### src/rtl/tetris_row_clear_if.sv
// tetris_row_clear_if: start/busy/done handshake and board SRAM port of the row-clear sequencer
interface tetris_row_clear_if;
  logic       start;
  logic       busy;
  logic       done;
  logic [2:0] rows_cleared;
  logic       sram_re;
  logic       sram_we;
  logic [4:0] sram_x;
  logic [5:0] sram_y;
  logic [3:0] sram_wdata;
  logic [3:0] sram_rdata;
  modport master(
    output start, sram_rdata,
    input  busy, done, rows_cleared, sram_re, sram_we, sram_x, sram_y, sram_wdata
  );
  modport slave(
    input  start, sram_rdata,
    output busy, done, rows_cleared, sram_re, sram_we, sram_x, sram_y, sram_wdata
  );
endinterface

### src/rtl/tetris_row_clear.sv
// tetris_row_clear: bottom-up full-row detect, shift-down and top-blank sequencer on the board SRAM (option TETRIS_ROWCLR_EMPTY_STOP_EN stops at an all-empty row)
module tetris_row_clear #(
  parameter int         COLS  = 21,
  parameter int         ROWS  = 41,
  parameter logic [3:0] EMPTY = 4'd7
) (
  input logic              clk,
  input logic              reset,
  tetris_row_clear_if.slave bus
);
  localparam logic [2:0] IDLE     = 3'd0;
  localparam logic [2:0] SCAN_RD  = 3'd1;
  localparam logic [2:0] SCAN_CHK = 3'd2;
  localparam logic [2:0] SHIFT_RD = 3'd3;
  localparam logic [2:0] SHIFT_WR = 3'd4;
  localparam logic [2:0] TOP_WR   = 3'd5;
  localparam logic [2:0] DONE     = 3'd6;
  localparam logic [4:0] XL = 5'(COLS - 1);
  localparam logic [5:0] YL = 6'(ROWS - 1);
  logic [2:0] state;
  logic [4:0] x;
  logic [5:0] row;
  logic [5:0] dst;
  logic [2:0] cnt;
  logic       busy;
  logic       is_empty;
  logic       halt;
  logic       skip;
  assign is_empty = bus.sram_rdata == EMPTY;
`ifdef TETRIS_ROWCLR_EMPTY_STOP_EN
  logic blank;
  logic cont_blank;
  assign cont_blank = is_empty && (x == 5'd0 || blank);
  assign halt       = cont_blank && x == XL;
  assign skip       = !cont_blank && (is_empty || blank);
  always_ff @(posedge clk or negedge reset)
    if (!reset) blank <= 1'b0;
    else blank <= state == SCAN_CHK ? cont_blank : state == IDLE ? 1'b0 : blank;
`else
  assign halt = 1'b0;
  assign skip = is_empty;
`endif
  always_ff @(posedge clk or negedge reset)
    if (!reset) begin
      state <= IDLE;
      x     <= '0;
      row   <= '0;
      dst   <= '0;
      cnt   <= '0;
    end else
      case (state)
        IDLE:
          if (bus.start) begin
            row   <= YL;
            x     <= '0;
            cnt   <= '0;
            state <= SCAN_RD;
          end
        SCAN_RD: state <= SCAN_CHK;
        SCAN_CHK:
          if (halt || (skip && row == 6'd0)) state <= DONE;
          else if (skip) begin
            row   <= row - 6'd1;
            x     <= '0;
            state <= SCAN_RD;
          end else if (x != XL) begin
            x     <= x + 5'd1;
            state <= SCAN_RD;
          end else begin
            if (cnt != 3'd7) cnt <= cnt + 3'd1;
            dst   <= row;
            x     <= '0;
            state <= row == 6'd0 ? TOP_WR : SHIFT_RD;
          end
        SHIFT_RD: state <= SHIFT_WR;
        SHIFT_WR:
          if (x != XL) begin
            x     <= x + 5'd1;
            state <= SHIFT_RD;
          end else begin
            x <= '0;
            if (dst > 6'd1) begin
              dst   <= dst - 6'd1;
              state <= SHIFT_RD;
            end else state <= TOP_WR;
          end
        TOP_WR:
          if (x == XL) begin
            x     <= '0;
            state <= SCAN_RD;
          end else x <= x + 5'd1;
        DONE: state <= IDLE;
        default: state <= IDLE;
      endcase
  assign busy             = state != IDLE && state != DONE;
  assign bus.busy         = busy;
  assign bus.done         = state == DONE;
  assign bus.rows_cleared = cnt;
  assign bus.sram_re      = state == SCAN_RD || state == SHIFT_RD;
  assign bus.sram_we      = state == SHIFT_WR || state == TOP_WR;
  assign bus.sram_x       = busy ? x : '0;
  assign bus.sram_y       = (state == SCAN_RD || state == SCAN_CHK) ? row :
                            state == SHIFT_RD ? dst - 6'd1 :
                            state == SHIFT_WR ? dst : '0;
  assign bus.sram_wdata   = state == SHIFT_WR ? bus.sram_rdata : EMPTY;
endmodule

### src/flat_wrapper.sv
// flat-port wrapper written by rule: the top's interface ports become plain ports
module tetris_row_clear_flat 
#(
  parameter int         COLS  = 21,
  parameter int         ROWS  = 41,
  parameter logic [3:0] EMPTY = 4'd7
)
  (clk, reset, bus_start, bus_sram_rdata, bus_busy, bus_done, bus_rows_cleared, bus_sram_re, bus_sram_we, bus_sram_x, bus_sram_y, bus_sram_wdata);
  tetris_row_clear_if bus_i ();
  input logic clk;
  input logic reset;
  input wire logic [$bits(bus_i.start)-1:0] bus_start;
  input wire logic [$bits(bus_i.sram_rdata)-1:0] bus_sram_rdata;
  output wire logic [$bits(bus_i.busy)-1:0] bus_busy;
  output wire logic [$bits(bus_i.done)-1:0] bus_done;
  output wire logic [$bits(bus_i.rows_cleared)-1:0] bus_rows_cleared;
  output wire logic [$bits(bus_i.sram_re)-1:0] bus_sram_re;
  output wire logic [$bits(bus_i.sram_we)-1:0] bus_sram_we;
  output wire logic [$bits(bus_i.sram_x)-1:0] bus_sram_x;
  output wire logic [$bits(bus_i.sram_y)-1:0] bus_sram_y;
  output wire logic [$bits(bus_i.sram_wdata)-1:0] bus_sram_wdata;
  assign bus_i.start = bus_start;
  assign bus_i.sram_rdata = bus_sram_rdata;
  assign bus_busy = bus_i.busy;
  assign bus_done = bus_i.done;
  assign bus_rows_cleared = bus_i.rows_cleared;
  assign bus_sram_re = bus_i.sram_re;
  assign bus_sram_we = bus_i.sram_we;
  assign bus_sram_x = bus_i.sram_x;
  assign bus_sram_y = bus_i.sram_y;
  assign bus_sram_wdata = bus_i.sram_wdata;
  tetris_row_clear #(.COLS(COLS), .ROWS(ROWS), .EMPTY(EMPTY)) u_core (.clk(clk), .reset(reset), .bus(bus_i));
endmodule
### config.mk
export PLATFORM = sky130hd
export DESIGN_NAME = tetris_row_clear_flat
export DESIGN_NICKNAME = d
export VERILOG_FILES = /design/src/rtl/tetris_row_clear_if.sv /design/src/rtl/tetris_row_clear.sv /design/src/flat_wrapper.sv
export SDC_FILE = /design/constraint.sdc
export NUM_CORES = 1
export LEC_CHECK = 0
export BUFFER_PORTS_ARGS = -buffer_cell sky130_fd_sc_hd__buf_4
export CORE_UTILIZATION = 50
export DETAILED_ROUTE_END_ITERATION = 10
export PLACE_DENSITY = 0.73
export SYNTH_ARGS = -nofsm -noshare
export SYNTH_HDL_FRONTEND = slang
export SYNTH_SLANG_ARGS = --single-unit
### constraint.sdc
create_clock -name clk -period 1.9 [get_ports clk]
set_input_delay 0.19 -clock clk [delete_from_list [all_inputs] [get_ports clk]]
set_output_delay 0.19 -clock clk [all_outputs]
set_load 0.05 [all_outputs]
==> run_results.csv <==
group,metric,value,unit
route,drc,0,
sta,fin_skew,0.0192,ns
sta,fmax,453,MHz
global_route,grt_usage,0.288,
setup_path,path_cells,"or3_4, or4_4, and3_4, o21ai_4, buf_8",
sta,finalCritPeriodShare,1.16,
pwr,vdd_ir_drop_max,1.07,mV
clocking,cts_buffers,3,
placed_design,place_worst_setup_slack,0.0172,ns
global_route,antenna_found_initial,0,
setup_path,end_kind,"output port",
run,drv_cap,0,
placed_design,post-place-cells,293,
pwr,leakagePower,0.00113,uW
setup_path,cp_slowest_cell,"or4_4",
synth,yosys-top-cells-area,"dfrtp_1 (32%), mux2i_1 (5.1%), ha_1 (4.9%), o21ai_0 (3.9%), mux2_2 (3.8%)",
synth,synthXorXnorAreaFrac,0.00493,
global_route,grt_overflow_total,0,
floorplan,die_area,0.00379,sq mm
synth,avgSynthCellArea,8.97,sq um
layout,stdcell_count,311,
clocking,cts_root_buffer,"clkbuf_4",
synth,ys_seq_area_frac,0.324,
route,first_iter_violations,98,
clocking,h-tree-depth,1,
floorplan,die_h,61.6,microns
synth,async_flop_share,1.00,
sta,rsz0062_at_grt,"true",
sta,period_minus_slack,2.21,ns
route,vias,1878,
route,drtPass1Iterations,5,
setup_path,crit_type,"register to output port",
synth,synth_top_area_frac,0.324,
global_route,grt_use_met1,0.376,
pwr,power_density,1600,mW/mm^2
floorplan,io_pins,29,
layout,final_util,0.765,
synth,synth-edff-count,0,
placed_design,dp_hpwl,3680,microns
placed_design,place_congestion,0.910,
worst_hold_path,hp-class,"primary input to asynchronous set/reset pin",
synth,yosys.area_share.simple,0.244,
synth,synth-compound-area-share,0.233,
status,violations,"negative setup slack",
synth,synthCells,198,
global_route,grt_max_degree,24,
global_route,grt_pass1_wl,7980,microns
floorplan,fp-row-count,21,
sta,worst_slew_pin_slew,0.507,ns
sta,finalHoldViolCount,0,
setup_path,arrival,2.02,ns
sta,slew_violations,0,
synth,synthAdderAreaFrac,0.0493,
setup_path,cp_max_fo,2,
synth,synthMuxAreaShare,0.0951,
layout,layout_common_cells,"buf_4 (54), dfrtp_1 (20), buf_6 (14)",
synth,synth_top_family_by_area,"simple AND/OR/NAND/NOR gates",
setup_path,required,1.71,ns
layout,area_growth,44.8,%
placed_design,portBuffers,28,
sta,fin_ws,-0.306,ns
global_route,use_met3,0.0189,
synth,ys_types,53,
floorplan,die_x,61.6,microns
floorplan,initial_core_util,0.528,
sta,slew_headroom,0.658,
global_route,grt_pass1_vias,1704,
clocking,cts_tree,"done",
route,routed_wl,5500,microns
layout,num-fill-cells,265,
route,routed_via_density,6.04,
layout,layout_commonest_cell,"buf_4",
synth,synth_ff_type,"dfrtp_1",
setup_path,slowest_delay,0.42,ns
synth,ys_ff_latch,23,
pwr,total_power,4110,uW
global_route,grt-busiest-layer,"met2",
synth,synth.largest_area_cell,"dfrtp_1",
layout,antenna_cells,0,
route,postRouteAntennaNets,0,
clocking,path_clk_slew,0.15,ns
synth,syn-num-nets,212,
clocking,cts_sinks,23,
global_route,grt_use_met2,0.495,
clocking,clock_latency,0.33,ns
setup_path,critPathLaunchType,"register",
sta,setup_viol,4,
layout,drive_gt1_frac,0.468,
synth,synth_area,0.00178,sq mm
route,routedWlPerCell,17.7,microns
clocking,clk_path_buf_depth,2,
synth,yosysWarnings,0,
sta,fin_tns_setup,-0.463,ns
layout,nNetsFinal,280,
status,status,"finished with violations",
floorplan,coreArea,0.00336,sq mm
-- worst paths after layout --
path                                            start                         end  slack (ns)  cells after the start
max in group asynchronous                       reset             u_core.state[0]        1.35                      2
setup / recovery                        u_core.dst[2]               bus_sram_y[5]       -0.31                      5
setup reg to reg                        u_core.dst[0]               u_core.dst[5]        0.04                      6
hold / removal                                  reset               u_core.dst[5]        0.27                      2
hold reg to reg            u_core.bus.rows_cleared[1]  u_core.bus.rows_cleared[1]        0.58                      1
min in group clk                            bus_start             u_core.state[0]        0.35                      4
-- per-layer routing --
metal,share of wire,routed length (microns)
met3,0.054,294
met2,0.51,2790
met5,0,0
met4,0.039,217
met1,0.40,2190
-- area by class of cell --
class                   instances  area (sq um)  share of cell area
clock inverters                 1          5.00             0.00195
well taps                      46          57.6              0.0224
inverters                      13          48.8              0.0190
repair buffers                 72           607               0.236
clock buffers                   3          22.5             0.00876
flip-flops and latches         23           579               0.225
multi-input cells             153          1250               0.487
-- cell families after synthesis --
family	count (synthesis)
AND/OR/NAND/NOR	72
AO/OA/AOI/OAI	57
flip-flops	23
buffers and inverters	22
multiplexers	16
adder cells (fa/ha/maj)	7
XOR/XNOR	1
-- power breakdown --
group          switching (uW)  total (uW)  internal, uW
Clock                     168         247          79.1
Sequential                156         770           614
Combinational            1840        3090          1250
Total                    2170        4110          1940
-- worst max-delay path: cells and delay by family (launching register included) --
family	cells	cell delay, ns
AO/OA/AOI/OAI	1	0.13
flip-flops	1	0.40
AND/OR/NAND/NOR	3	0.99
buffers and inverters	1	0.16
-- per-stage QoR --
step / cell area (sq um) / hold slack (ns)
2_1_floorplan: 1820 / -0.106
6_report: 2570 / 0.270
3_3_place_gp: 2280 / 0.106
4_1_cts: 2410 / 0.288
5_1_grt: 2570 / 0.302
3_5_place_dp: 2280 / 0.109
-- cell usage after synthesis (5+ instances only) --
library cell   n
a21oi_1       10
dfrtp_1       23
ha_1           7
inv_1         13
mux2_2         6
mux2i_1        9
nand2_1        7
nand2b_1       5
nand3_1        6
nor2_1        13
nor2b_1        9
nor3_1         5
o21ai_0       14
-- what timing repair did --
action,4_1_cts,5_1_grt
hold buffers,1,0
pin swaps,7,11
resized for setup,15,29
setup buffers,6,7
setup endpoints to repair,13,21
endpoints found under the hold margin,23,0
-- sequential cells by signal, indices dropped and copies added, names as in the netlist --
| name | count |
|---|---|
| u_core.x | 5 |
| u_core.state | 3 |
| u_core.dst | 6 |
| u_core.bus.rows_cleared | 3 |
| u_core.row | 6 |
No activity file was read; power rests on OpenSTA's default activity.
